File: src/rtl/jtrthunder_colmix_if.sv
// jtrthunder_colmix_if
//   Bundles the pixel-rate signals of the colour mixer: timer blanking,
//   the three layer pixels with their priorities, the colour PROM
//   address/data pair, the debug layer enables and the final RGB outputs.
//   Modports:
//     slave  - the mixer itself (consumes layers/PROM data, drives RGB)
//     master - the surrounding video top (drives layers/PROM data, reads RGB)
interface jtrthunder_colmix_if;
  logic       pxl_cen;
  logic       lhbl;
  logic       lvbl;
  logic [7:0] scr0_pxl;
  logic [2:0] scr0_prio;
  logic [7:0] scr1_pxl;
  logic [2:0] scr1_prio;
  logic [7:0] obj_pxl;
  logic [2:0] obj_prio;
  logic [8:0] pal_addr;
  logic [7:0] pal_rg;
  logic [3:0] pal_b;
  logic [3:0] gfx_en;
  logic       lhbl_dly;
  logic       lvbl_dly;
  logic [7:0] red;
  logic [7:0] green;
  logic [7:0] blue;

  modport slave (
    input  pxl_cen, lhbl, lvbl,
    input  scr0_pxl, scr0_prio, scr1_pxl, scr1_prio, obj_pxl, obj_prio,
    input  pal_rg, pal_b, gfx_en,
    output pal_addr, lhbl_dly, lvbl_dly, red, green, blue
  );

  modport master (
    output pxl_cen, lhbl, lvbl,
    output scr0_pxl, scr0_prio, scr1_pxl, scr1_prio, obj_pxl, obj_prio,
    output pal_rg, pal_b, gfx_en,
    input  pal_addr, lhbl_dly, lvbl_dly, red, green, blue
  );
endinterface

File: src/rtl/jtrthunder_colmix.sv
// jtrthunder_colmix
//   Final colour mixer. Per pixel it picks the winning layer among scroll 0,
//   scroll 1 and sprites, addresses the colour PROM with the winning index,
//   then expands the returned 4-bit components to 8 bits and applies blanking.
//   Two pxl_cen stages: S1 registers the PROM address and blanking copies,
//   S2 registers RGB and the delayed blanking outputs.
// Ports:
//   clk    - system clock
//   rst_n  - asynchronous active-low reset, clears every register
//   bus    - jtrthunder_colmix_if.slave (layers, PROM, blanking, RGB)
// Parameters:
//   BGCOL  - palette index used when every layer is transparent/disabled
// Optional build macro:
//   JTRTHUNDER_SHADOW_EN - sprite colour 4'hE becomes a shadow that darkens
//                          the layer beneath it instead of being drawn.
module jtrthunder_colmix #(
  parameter logic [8:0] BGCOL = 9'h100
) (
  input logic                  clk,
  input logic                  rst_n,
  jtrthunder_colmix_if.slave   bus
);

  logic       w_scr0_op;
  logic       w_scr1_op;
  logic       w_obj_op;
  logic       w_obj_shd;
  logic       w_obj_win;
  logic       w_shadow;
  logic       w_scr_found;
  logic [2:0] w_scr_prio;
  logic [8:0] w_scr_idx;
  logic [8:0] w_idx;

  logic [8:0] r_pal_addr;
  logic       r_blank_s1;
  logic       r_lhbl_s1;
  logic       r_lvbl_s1;
  logic       r_shadow_s1;
  logic [7:0] r_red;
  logic [7:0] r_green;
  logic [7:0] r_blue;
  logic       r_lhbl_dly;
  logic       r_lvbl_dly;

  assign w_scr0_op = bus.gfx_en[0] && (bus.scr0_pxl[2:0] != 3'h7);
  assign w_scr1_op = bus.gfx_en[1] && (bus.scr1_pxl[2:0] != 3'h7);
  assign w_obj_op  = bus.gfx_en[3] && (bus.obj_pxl[3:0]  != 4'hF);

`ifdef JTRTHUNDER_SHADOW_EN
  assign w_obj_shd = (bus.obj_pxl[3:0] == 4'hE);
`else
  assign w_obj_shd = 1'b0;
`endif

  // Scroll-only winner; scr0 takes ties against scr1
  always_comb begin
    w_scr_found = 1'b0;
    w_scr_prio  = 3'd0;
    w_scr_idx   = BGCOL;
    if (w_scr0_op && (!w_scr1_op || (bus.scr0_prio >= bus.scr1_prio))) begin
      w_scr_found = 1'b1;
      w_scr_prio  = bus.scr0_prio;
      w_scr_idx   = {1'b0, bus.scr0_pxl};
    end else if (w_scr1_op) begin
      w_scr_found = 1'b1;
      w_scr_prio  = bus.scr1_prio;
      w_scr_idx   = {1'b0, bus.scr1_pxl};
    end else begin
      w_scr_found = 1'b0;
    end
  end

  // Sprite wins ties against both scrolls; a shadow sprite that would win
  // hands the pixel to the scroll winner (or backdrop) and flags darkening
  assign w_obj_win = w_obj_op && (!w_scr_found || (bus.obj_prio >= w_scr_prio));
  assign w_shadow  = w_obj_win && w_obj_shd;

  // Final palette index selection
  always_comb begin
    w_idx = BGCOL;
    if (w_obj_win && !w_shadow) begin
      w_idx = {1'b1, bus.obj_pxl};
    end else if (w_scr_found) begin
      w_idx = w_scr_idx;
    end else begin
      w_idx = BGCOL;
    end
  end

  // S1: register PROM address, blanking state and shadow flag
  always_ff @(posedge clk or negedge rst_n) begin
    if (!rst_n) begin
      r_pal_addr  <= 9'd0;
      r_blank_s1  <= 1'b0;
      r_lhbl_s1   <= 1'b0;
      r_lvbl_s1   <= 1'b0;
      r_shadow_s1 <= 1'b0;
    end else if (bus.pxl_cen) begin
      r_pal_addr  <= w_idx;
      r_blank_s1  <= ~(bus.lhbl & bus.lvbl);
      r_lhbl_s1   <= bus.lhbl;
      r_lvbl_s1   <= bus.lvbl;
      r_shadow_s1 <= w_shadow;
    end
  end

  // S2: expand PROM nibbles to 8 bits, apply shadow and blanking
  always_ff @(posedge clk or negedge rst_n) begin
    if (!rst_n) begin
      r_red      <= 8'd0;
      r_green    <= 8'd0;
      r_blue     <= 8'd0;
      r_lhbl_dly <= 1'b0;
      r_lvbl_dly <= 1'b0;
    end else if (bus.pxl_cen) begin
      r_lhbl_dly <= r_lhbl_s1;
      r_lvbl_dly <= r_lvbl_s1;
      if (r_blank_s1) begin
        r_red   <= 8'd0;
        r_green <= 8'd0;
        r_blue  <= 8'd0;
      end else if (r_shadow_s1) begin
        // half brightness: {c,c} >> 1
        r_red   <= {1'b0, bus.pal_rg[7:4], bus.pal_rg[7:5]};
        r_green <= {1'b0, bus.pal_rg[3:0], bus.pal_rg[3:1]};
        r_blue  <= {1'b0, bus.pal_b,       bus.pal_b[3:1]};
      end else begin
        r_red   <= {bus.pal_rg[7:4], bus.pal_rg[7:4]};
        r_green <= {bus.pal_rg[3:0], bus.pal_rg[3:0]};
        r_blue  <= {bus.pal_b,       bus.pal_b};
      end
    end
  end

  assign bus.pal_addr = r_pal_addr;
  assign bus.red      = r_red;
  assign bus.green    = r_green;
  assign bus.blue     = r_blue;
  assign bus.lhbl_dly = r_lhbl_dly;
  assign bus.lvbl_dly = r_lvbl_dly;

endmodule

File: src/flat_wrapper.sv
// flat-port wrapper written by rule: the top's interface ports become plain ports
module jtrthunder_colmix_flat 
#(
  parameter logic [8:0] BGCOL = 9'h100
)
  (clk, rst_n, bus_pxl_cen, bus_lhbl, bus_lvbl, bus_scr0_pxl, bus_scr0_prio, bus_scr1_pxl, bus_scr1_prio, bus_obj_pxl, bus_obj_prio, bus_pal_rg, bus_pal_b, bus_gfx_en, bus_pal_addr, bus_lhbl_dly, bus_lvbl_dly, bus_red, bus_green, bus_blue);
  jtrthunder_colmix_if bus_i ();
  input logic clk;
  input logic rst_n;
  input wire logic [$bits(bus_i.pxl_cen)-1:0] bus_pxl_cen;
  input wire logic [$bits(bus_i.lhbl)-1:0] bus_lhbl;
  input wire logic [$bits(bus_i.lvbl)-1:0] bus_lvbl;
  input wire logic [$bits(bus_i.scr0_pxl)-1:0] bus_scr0_pxl;
  input wire logic [$bits(bus_i.scr0_prio)-1:0] bus_scr0_prio;
  input wire logic [$bits(bus_i.scr1_pxl)-1:0] bus_scr1_pxl;
  input wire logic [$bits(bus_i.scr1_prio)-1:0] bus_scr1_prio;
  input wire logic [$bits(bus_i.obj_pxl)-1:0] bus_obj_pxl;
  input wire logic [$bits(bus_i.obj_prio)-1:0] bus_obj_prio;
  input wire logic [$bits(bus_i.pal_rg)-1:0] bus_pal_rg;
  input wire logic [$bits(bus_i.pal_b)-1:0] bus_pal_b;
  input wire logic [$bits(bus_i.gfx_en)-1:0] bus_gfx_en;
  output wire logic [$bits(bus_i.pal_addr)-1:0] bus_pal_addr;
  output wire logic [$bits(bus_i.lhbl_dly)-1:0] bus_lhbl_dly;
  output wire logic [$bits(bus_i.lvbl_dly)-1:0] bus_lvbl_dly;
  output wire logic [$bits(bus_i.red)-1:0] bus_red;
  output wire logic [$bits(bus_i.green)-1:0] bus_green;
  output wire logic [$bits(bus_i.blue)-1:0] bus_blue;
  assign bus_i.pxl_cen = bus_pxl_cen;
  assign bus_i.lhbl = bus_lhbl;
  assign bus_i.lvbl = bus_lvbl;
  assign bus_i.scr0_pxl = bus_scr0_pxl;
  assign bus_i.scr0_prio = bus_scr0_prio;
  assign bus_i.scr1_pxl = bus_scr1_pxl;
  assign bus_i.scr1_prio = bus_scr1_prio;
  assign bus_i.obj_pxl = bus_obj_pxl;
  assign bus_i.obj_prio = bus_obj_prio;
  assign bus_i.pal_rg = bus_pal_rg;
  assign bus_i.pal_b = bus_pal_b;
  assign bus_i.gfx_en = bus_gfx_en;
  assign bus_pal_addr = bus_i.pal_addr;
  assign bus_lhbl_dly = bus_i.lhbl_dly;
  assign bus_lvbl_dly = bus_i.lvbl_dly;
  assign bus_red = bus_i.red;
  assign bus_green = bus_i.green;
  assign bus_blue = bus_i.blue;
  jtrthunder_colmix #(.BGCOL(BGCOL)) u_core (.clk(clk), .rst_n(rst_n), .bus(bus_i));
endmodule
File: config.mk
export PLATFORM = sky130hd
export DESIGN_NAME = jtrthunder_colmix_flat
export DESIGN_NICKNAME = d
export VERILOG_FILES = /design/src/rtl/jtrthunder_colmix_if.sv /design/src/rtl/jtrthunder_colmix.sv /design/src/flat_wrapper.sv
export SDC_FILE = /design/constraint.sdc
export NUM_CORES = 1
export LEC_CHECK = 0
export BUFFER_PORTS_ARGS = -buffer_cell sky130_fd_sc_hd__buf_2
export CORE_ASPECT_RATIO = 0.5
export CORE_MARGIN = 2
export CORE_UTILIZATION = 46
export DETAILED_ROUTE_END_ITERATION = 16
export PLACE_DENSITY = 0.85
export SKIP_LAST_GASP = 1
export SLEW_MARGIN = 20
export SYNTH_ARGS = -nofsm -noshare
export SYNTH_HDL_FRONTEND = slang
export SYNTH_SLANG_ARGS = --single-unit
File: constraint.sdc
create_clock -name clk -period 1.7 [get_ports clk]
set_input_delay 0.085 -clock clk [delete_from_list [all_inputs] [get_ports clk]]
set_output_delay 0.085 -clock clk [all_outputs]
set_load 0.005 [all_outputs]
Word-level counts from Yosys, hierarchy flattened
Cells that the tools add are included.
{"block": "op_classes", "mul": 0, "n_bitwise": 2, "n_reduce_logical": 9, "eq_ne": 3, "add_sub_neg": 0, "div_mod_pow": 0, "n_mux": 11, "n_shift": 0, "order_cmp": 2}
{"cell": "$mux 9", "count": 4}
{"cell": "$mux 8", "count": 3}
{"cell": "$ge 3x3->1", "count": 2}
{"cell": "$mux 3", "count": 2}
{"cell": "$ne 3x3->1 const B", "count": 2}
{"cell": "$logic_and 1x1->1", "count": 5}
{"cell": "$ne 4x4->1 const B", "count": 1}
{"cell": "$logic_not 1->1", "count": 2}
{"cell": "$logic_or 1x1->1", "count": 2}
{"cell": "$mux 1", "count": 2}
{"cell": "$and 1x1->1", "count": 1}
{"cell": "$not 1->1", "count": 1}
{"block": "word_totals", "ramBits": 0, "latch_bits": 0, "romBits": 0, "regBits": 38, "n_memories": 0}

Logic depth before layout (Yosys ltp)
Gate-level depths: netlist of the first run.
{"block": "depth", "ltp_word": 10, "mapped_depth": 14, "depth_no_buf": 12}

Worst setup path before layout of the first run
OpenSTA, ideal clock, no wires.
{"block": "synth_path", "path_kind": "input port to flip-flop", "from": "input port bus_scr1_prio[2]", "to": "register u_core.r_pal_addr[0] (netlist: u_core.bus.pal_addr[0])", "path_buffers": 1, "path_stages": 13, "setup_time_ns": 0.126, "arrival_ns": 2.444, "path_slack_ns": -0.870, "t_required_ns": 1.574, "path_cell_list": "inv_1 ha_1 a21o_1 a31oi_2 a21oi_2 buf_6 a22o_2 ha_1 nand2b_1 a21o_1 a21oi_1 a21oi_1 a221o_1"}
{"block": "synth_via", "elab_chain_len": 8, "word_cells_on_any_way": 13}
{"item": "from (decl)", "line": "flat_wrapper.sv:16", "text": "input wire logic [$bits(bus_i.scr1_prio)-1:0] bus_scr1_prio;"}
{"item": "$ge 3x3->1", "line": "jtrthunder_colmix.sv:61", "text": "if (w_scr0_op && (!w_scr1_op || (bus.scr0_prio >= bus.scr1_prio))) begin"}
{"item": "$logic_or 1x1->1", "line": "jtrthunder_colmix.sv:61"}
{"item": "$logic_and 1x1->1", "line": "jtrthunder_colmix.sv:61"}
{"item": "$mux 3 or $mux 1 (tied branches)", "line": "jtrthunder_colmix.sv:61"}
{"item": "$ge 3x3->1 or $logic_not 1->1 (tied branches)", "line": "jtrthunder_colmix.sv:76", "text": "assign w_obj_win = w_obj_op && (!w_scr_found || (bus.obj_prio >= w_scr_prio));"}
{"item": "$logic_or 1x1->1", "line": "jtrthunder_colmix.sv:76"}
{"item": "$logic_and 1x1->1", "line": "jtrthunder_colmix.sv:76"}
{"item": "$mux 9 *", "line": "jtrthunder_colmix.sv:82", "text": "if (w_obj_win && !w_shadow) begin"}
{"item": "to (signal assigned)", "line": "jtrthunder_colmix.sv:100", "text": "r_pal_addr <= w_idx;"}
{"item": "to (decl)", "line": "jtrthunder_colmix.sv:35", "text": "logic [8:0] r_pal_addr;"}
Every way passes the cells marked *; elsewhere a longest branch is shown, timed or not.
A chain may end at the register's enable or synchronous reset.

Worst setup path after layout of the first run
{"block": "layout_path", "from": "input port bus_scr1_prio[2]", "to": "register u_core.r_pal_addr[3] (netlist: u_core.bus.pal_addr[3])"}
The elaborated chain is that of the path after synthesis.

==> reports/metrics.cfg, run 1 <==
[route]
drtIter0Drc = 49
drt_wl_total_um = 3689
drcViolationCount = 0
vias = 1406
drtPass1Iterations = 4
viasPerCell = 5.004
wl_per_cell_um = 13.13
drtAntennaViolNets = 0

[timing]
tightest_slew_ns = 0.5614
fmax_mhz = 463.1
fin_ws_ns = -0.4593
finClkSkew_ns = 0.005144
holdWs_ns = 0.02222
finalCritPeriodShare_pct = 127.0
maxSlewViolCount = 0
hold_viol = 0
rsz0062_at_grt = true
setup_viol_count_final = 9
slew-limit-headroom_pct = 62.58
min_period_ns = 2.159

[floorplan]
start_util_pct = 48.60
rows = 14
ios = 89
coreArea_um2 = 3030
die_h_um = 44.01
die_w_um = 84.02
dieArea_um2 = 3698

[finish]
nFillCells = 232
antennaDiodeCount = 0
layout_commonest_cell = buf_2
stdcell_count = 281
layout.nets = 302
syn_to_final_growth_pct = 47.32
final_util_pct = 71.59
layout_common_cells = buf_2, dfrtp_1, buf_4
drive_gt1_share_pct = 54.36
final_area_um2 = 2170

[power]
cellPowerDensity_nw_per_um2 = 730.8
leakagePower_uw = 0.001150
peakVddDrop_mv = 0.5782

[setup_path]
reg2reg_from = u_core.bus.pal_addr[1]
required_ns = 1.86
r2r_end = u_core.bus.pal_addr[1]
worstSetupPathType = in2reg
r2r_slack_ns = 0.78
worstPathMaxFanout = 8
cp-start-kind = input port
r2r_cells = 2
cp_data_arrival_time_ns = 2.32
end_kind = register

[status]
status = complete, but fails checks
violations = negative setup slack

[synth]
ys_seq_area_share_pct = 44.18
ys_warn_count = 0
syn_inst = 147
synth_fp_nets = 207
ys_async_sr_fraction_pct = 100.0
ys_types = 29
yosysTopAreaCell = dfrtp_1
ys.flop_type = dfrtp_1
avgSynthCellArea_um2 = 10.02
synth_area_leaders = dfrtp_1, buf_4, a221o_1, ha_1, nand3b_1
synth_top_area_share_pct = 44.18
synth_edf_count = 0
ys_ff_latch = 26
syn_area_um2 = 1473

[clock_tree]
cts_tree = done
worstSkewPairLatency_ns = 0.27
cts_max_level = 1
path_clk_slew_ns = 0.09
cts_root_buffer = clkbuf_8
cts_max_path_buffers = 2
cts_sinks = 26
cts_buffers = 3

[grt]
grt_overflow_total = 0
antenna_found_initial = 0
grt_usage_pct = 20.07
grt_max_degree = 27
grt_pass1_vias = 1324
grt_pass1_wl_um = 5816

[hold_path]
hold_class = in2reg
hold-path-endpoint = u_core.bus.blue[6]
hold_start = bus_pal_b[2]
hold_depth = 3

[place]
place_area_um2 = 2002
dp_slack_ns = -0.8172
dp_hpwl_um = 2834
port_buffers = 87
dp.cells = 271
place.gp.congestion = 0.8286

[run]
cap_violations = 0

==> layer usage <==
| layer | part of all wire, % | GRT usage [%] |
|---|---|---|
| met2 | 51 | 36.96 |
| met1 | 41 | 24.10 |
| met4 | 1.3 | 7.742 |
| met5 | 0 | 0 |
| met3 | 6.6 | 4.104 |
==> how the worst max path moves through the flow <==
stage	startpoint	to	cells after the start
2_1_floorplan	bus_scr0_prio[0]	u_core.bus.pal_addr[0]	14
3_5_place_dp	bus_scr0_prio[2]	u_core.bus.pal_addr[1]	12
4_1_cts	bus_scr1_prio[2]	u_core.bus.pal_addr[1]	13
5_1_grt	bus_scr1_prio[2]	u_core.bus.pal_addr[4]	13
6_report	bus_scr1_prio[2]	u_core.bus.pal_addr[3]	13
3_3_place_gp	bus_scr0_prio[2]	u_core.bus.pal_addr[2]	12
==> Yosys cell counts (4+ instances only) <==
| cell | number |
|---|---|
| clkbuf_1 | 4 |
| buf_4 | 12 |
| nor2b_1 | 9 |
| nand3b_1 | 10 |
| nand2_1 | 6 |
| a221o_1 | 8 |
| o21ai_0 | 12 |
| mux2_2 | 4 |
| dfrtp_1 | 26 |
| a22o_1 | 7 |
| inv_1 | 16 |
| ha_1 | 6 |
==> stage by stage <==
stage	total power [µW]	setup TNS, ns
2_1_floorplan	972.7	-5.714
3_3_place_gp	1147	-6.382
3_5_place_dp	1164	-7.178
4_1_cts	1588	-3.981
5_1_grt	1678	-4.419
6_report	1586	-3.850
==> power by group <==
| group | total (µW) | switching (µW) | internal (µW) |
|---|---|---|---|
| logic | 475 | 207 | 268 |
| clock network | 388 | 181 | 207 |
| registers | 723 | 39.5 | 684 |
==> final cells by class <==
cell class / count / area [µm²] / share of cell area, %
Clock buffer: 4 / 55.05 / 2.537
Inverter: 16 / 62.56 / 2.884
Multi-Input combinational cell: 86 / 739.5 / 34.08
Sequential cell: 26 / 650.6 / 29.99
Tap cell: 40 / 50.05 / 2.307
Timing Repair Buffer: 109 / 611.8 / 28.20
==> critical path: stages <==
cell and delay, ns:
buf_6 0.10, inv_4 0.05, ha_4 0.19, a21o_1 0.20
a31oi_4 0.15, a21oi_2 0.10, a22o_4 0.26, ha_4 0.20
nand2b_4 0.13, a21o_1 0.18, a21oi_4 0.20, a21oi_4 0.12
a221o_1 0.36
==> flip-flops by register name (all words and copies together) (netlist names) <==
name / flops
u_core.r_lhbl_s1: 1
u_core.bus.blue: 4
u_core.bus.pal_addr: 9
u_core.bus.lvbl_dly: 1
u_core.r_blank_s1: 1
u_core.r_lvbl_s1: 1
u_core.bus.red: 4
u_core.bus.lhbl_dly: 1
u_core.bus.green: 4
==> logic make-up (layout without fill, tap and decap cells) <==
group | count (synthesis) | after routing | synth area share, %
and+or+nand+nor | 35 | 35 | 13.93
DFF | 26 | 26 | 44.18
adders and majority gates | 6 | 6 | 5.098
AOI/OAI and AO/OA | 40 | 41 | 20.82
buffers and inverters | 36 | 129 | 12.91
muxes | 4 | 4 | 3.058
==> timing repair <==
action / CTS / global route
setup endpoints to repair: 9 / 9
hold endpoints to repair: 27 / 0
hold buffers: 2 / 0
resized for setup: 8 / 2
buffers inserted: 2 / 1
pin swaps: 13 / 9
gates cloned: 1 / 0
(Power assumes the default switching activity.)
==> run 2, diff against run 1 <==
CAP_MARGIN = 20   (was default)
CELL_PAD_IN_SITES_DETAIL_PLACEMENT = 1   (was default)
CELL_PAD_IN_SITES_GLOBAL_PLACEMENT = 2   (was default)
CORE_UTILIZATION = 25   (was 46)
PLACE_DENSITY = 0.83   (was 0.85)
==> reports/metrics.cfg, run 2 (same netlist as run 1, synthesis figures left out) <==
[route]
wl_per_cell_um = 14.33
drtAntennaViolNets = 0
drt_wl_total_um = 4515
drtPass1Iterations = 4
drtIter0Drc = 39
viasPerCell = 4.463
vias = 1406
drcViolationCount = 0

[setup_path]
required_ns = 1.84
cp_data_arrival_time_ns = 2.36
cp-start-kind = input port
end_kind = register
worstSetupPathType = in2reg
r2r_cells = 3
worstPathMaxFanout = 8

[timing]
finalCritPeriodShare_pct = 130.5
tightest_slew_ns = 0.5901
rsz0062_at_grt = true
slew-limit-headroom_pct = 60.66
fmax_mhz = 450.8
finClkSkew_ns = 0.001417
min_period_ns = 2.218
hold_viol = 0
fin_ws_ns = -0.5181
setup_viol_count_final = 9
maxSlewViolCount = 0

[power]
cellPowerDensity_nw_per_um2 = 819.9
peakVddDrop_mv = 0.3538
leakagePower_uw = 0.001186
power.total_uw = 1892

[finish]
layout.nets = 303
largest_reg_flops = 9
layout_common_cells = buf_2, dfrtp_1, buf_4
layout_commonest_cell = buf_2
final_util_pct = 41.30
regArea_um2 = 650.6
nFillCells = 661
syn_to_final_growth_pct = 56.67
multiInputGateArea_um2 = 760.7
antennaDiodeCount = 0
drive_gt1_share_pct = 55.37
final_area_um2 = 2307

[floorplan]
die_h_um = 58.27
die_w_um = 112.5
rows = 19
start_util_pct = 26.36
ios = 89
coreArea_um2 = 5587
dieArea_um2 = 6558

[clock_tree]
cts_buffers = 3
worstSkewPairLatency_ns = 0.25
path_clk_slew_ns = 0.06
cts_tree = done
cts_max_level = 1
cts_sinks = 26
cts_max_path_buffers = 2
cts_root_buffer = clkbuf_16

[place]
dp_hpwl_um = 3541
place.gp.congestion = 0.7755
place_area_um2 = 2051
port_buffers = 87

[grt]
grt_usage_pct = 13.22
antenna_found_initial = 0
grt_pass1_wl_um = 6906
grt_pass1_vias = 1433
grt_overflow_total = 0
grt_max_degree = 27

[status]
status = complete, but fails checks
violations = negative setup slack

[hold_path]
hold_class = in2reg
hold_depth = 2

[run]
cap_violations = 0

[run 2: power by group]
| group | internal, µW | total [µW] | switching [µW] |
|---|---|---|---|
| logic | 277 | 498 | 220 |
| clock network | 468 | 672 | 204 |
| registers | 684 | 723 | 38.1 |
| total | 1430 | 1890 | 462 |
[run 2: critical path, stage by stage]
cell      delay [ns]
buf_8           0.10
ha_4            0.24
a21o_1          0.18
a31oi_4         0.20
a21oi_4         0.09
a22o_4          0.26
ha_4            0.20
nand2b_4        0.12
a21o_1          0.20
a21oi_4         0.21
a21oi_4         0.12
a221o_1         0.34
[run 2: worst paths after layout]
path / from / end / slack [ns]
setup / recovery: bus_scr0_prio[2] / u_core.bus.pal_addr[7] / -0.52
hold / removal: bus_lvbl / u_core.r_blank_s1 / 0.02
setup reg to reg: u_core.r_blank_s1 / u_core.bus.blue[5] / 0.78
hold reg to reg: u_core.bus.lhbl_dly / u_core.bus.lhbl_dly / 0.50
max in group asynchronous: rst_n / u_core.bus.green[5] / 0.94
min in group asynchronous: rst_n / u_core.r_lhbl_s1 / 0.38
[run 2: what timing repair did]
item / CTS / global route
pin swaps: 11 / 13
setup endpoints to repair: 9 / 9
setup buffers: 1 / 3
hold buffers: 1 / 0
hold endpoints to repair: 26 / 0
cloned: 1 / 0
resized for setup: 14 / 5
[run 2: layout make-up]
type | instances | area share, %
Sequential cell | 26 | 28.20
Inverter | 16 | 2.712
Tap cell | 73 | 3.959
Clock inverter | 1 | 1.302
Multi-Input combinational cell | 86 | 32.97
Timing Repair Buffer | 110 | 27.60
Clock buffer | 3 | 3.254
[run 2: layer usage]
layer  vias to the layer above  global-route usage, %  part of all wire (%)
met2                        44                  26.52                    53
met1                       662                  14.74                    41
li1                        696                      -                     -
met5                         -                      0                     0
met3                         4                  2.720                   5.2
met4                         0                  2.613                  0.69
[run 2: through the flow]
| stage | hold slack, ns | setup WS [ns] | TNS [ns] | std cells |
|---|---|---|---|---|
| floorplan | -0.2106 | -0.6508 | -5.714 | 147 |
| global route | 0.04852 | -0.5850 | -5.030 | 315 |
| global placement | 0.1147 | -0.7407 | -6.587 | 305 |
| CTS | 0.01743 | -0.5713 | -4.748 | 312 |
| detailed placement | 0.1215 | -0.8985 | -7.841 | 305 |
| finish | 0.01842 | -0.5181 | -4.444 | 315 |
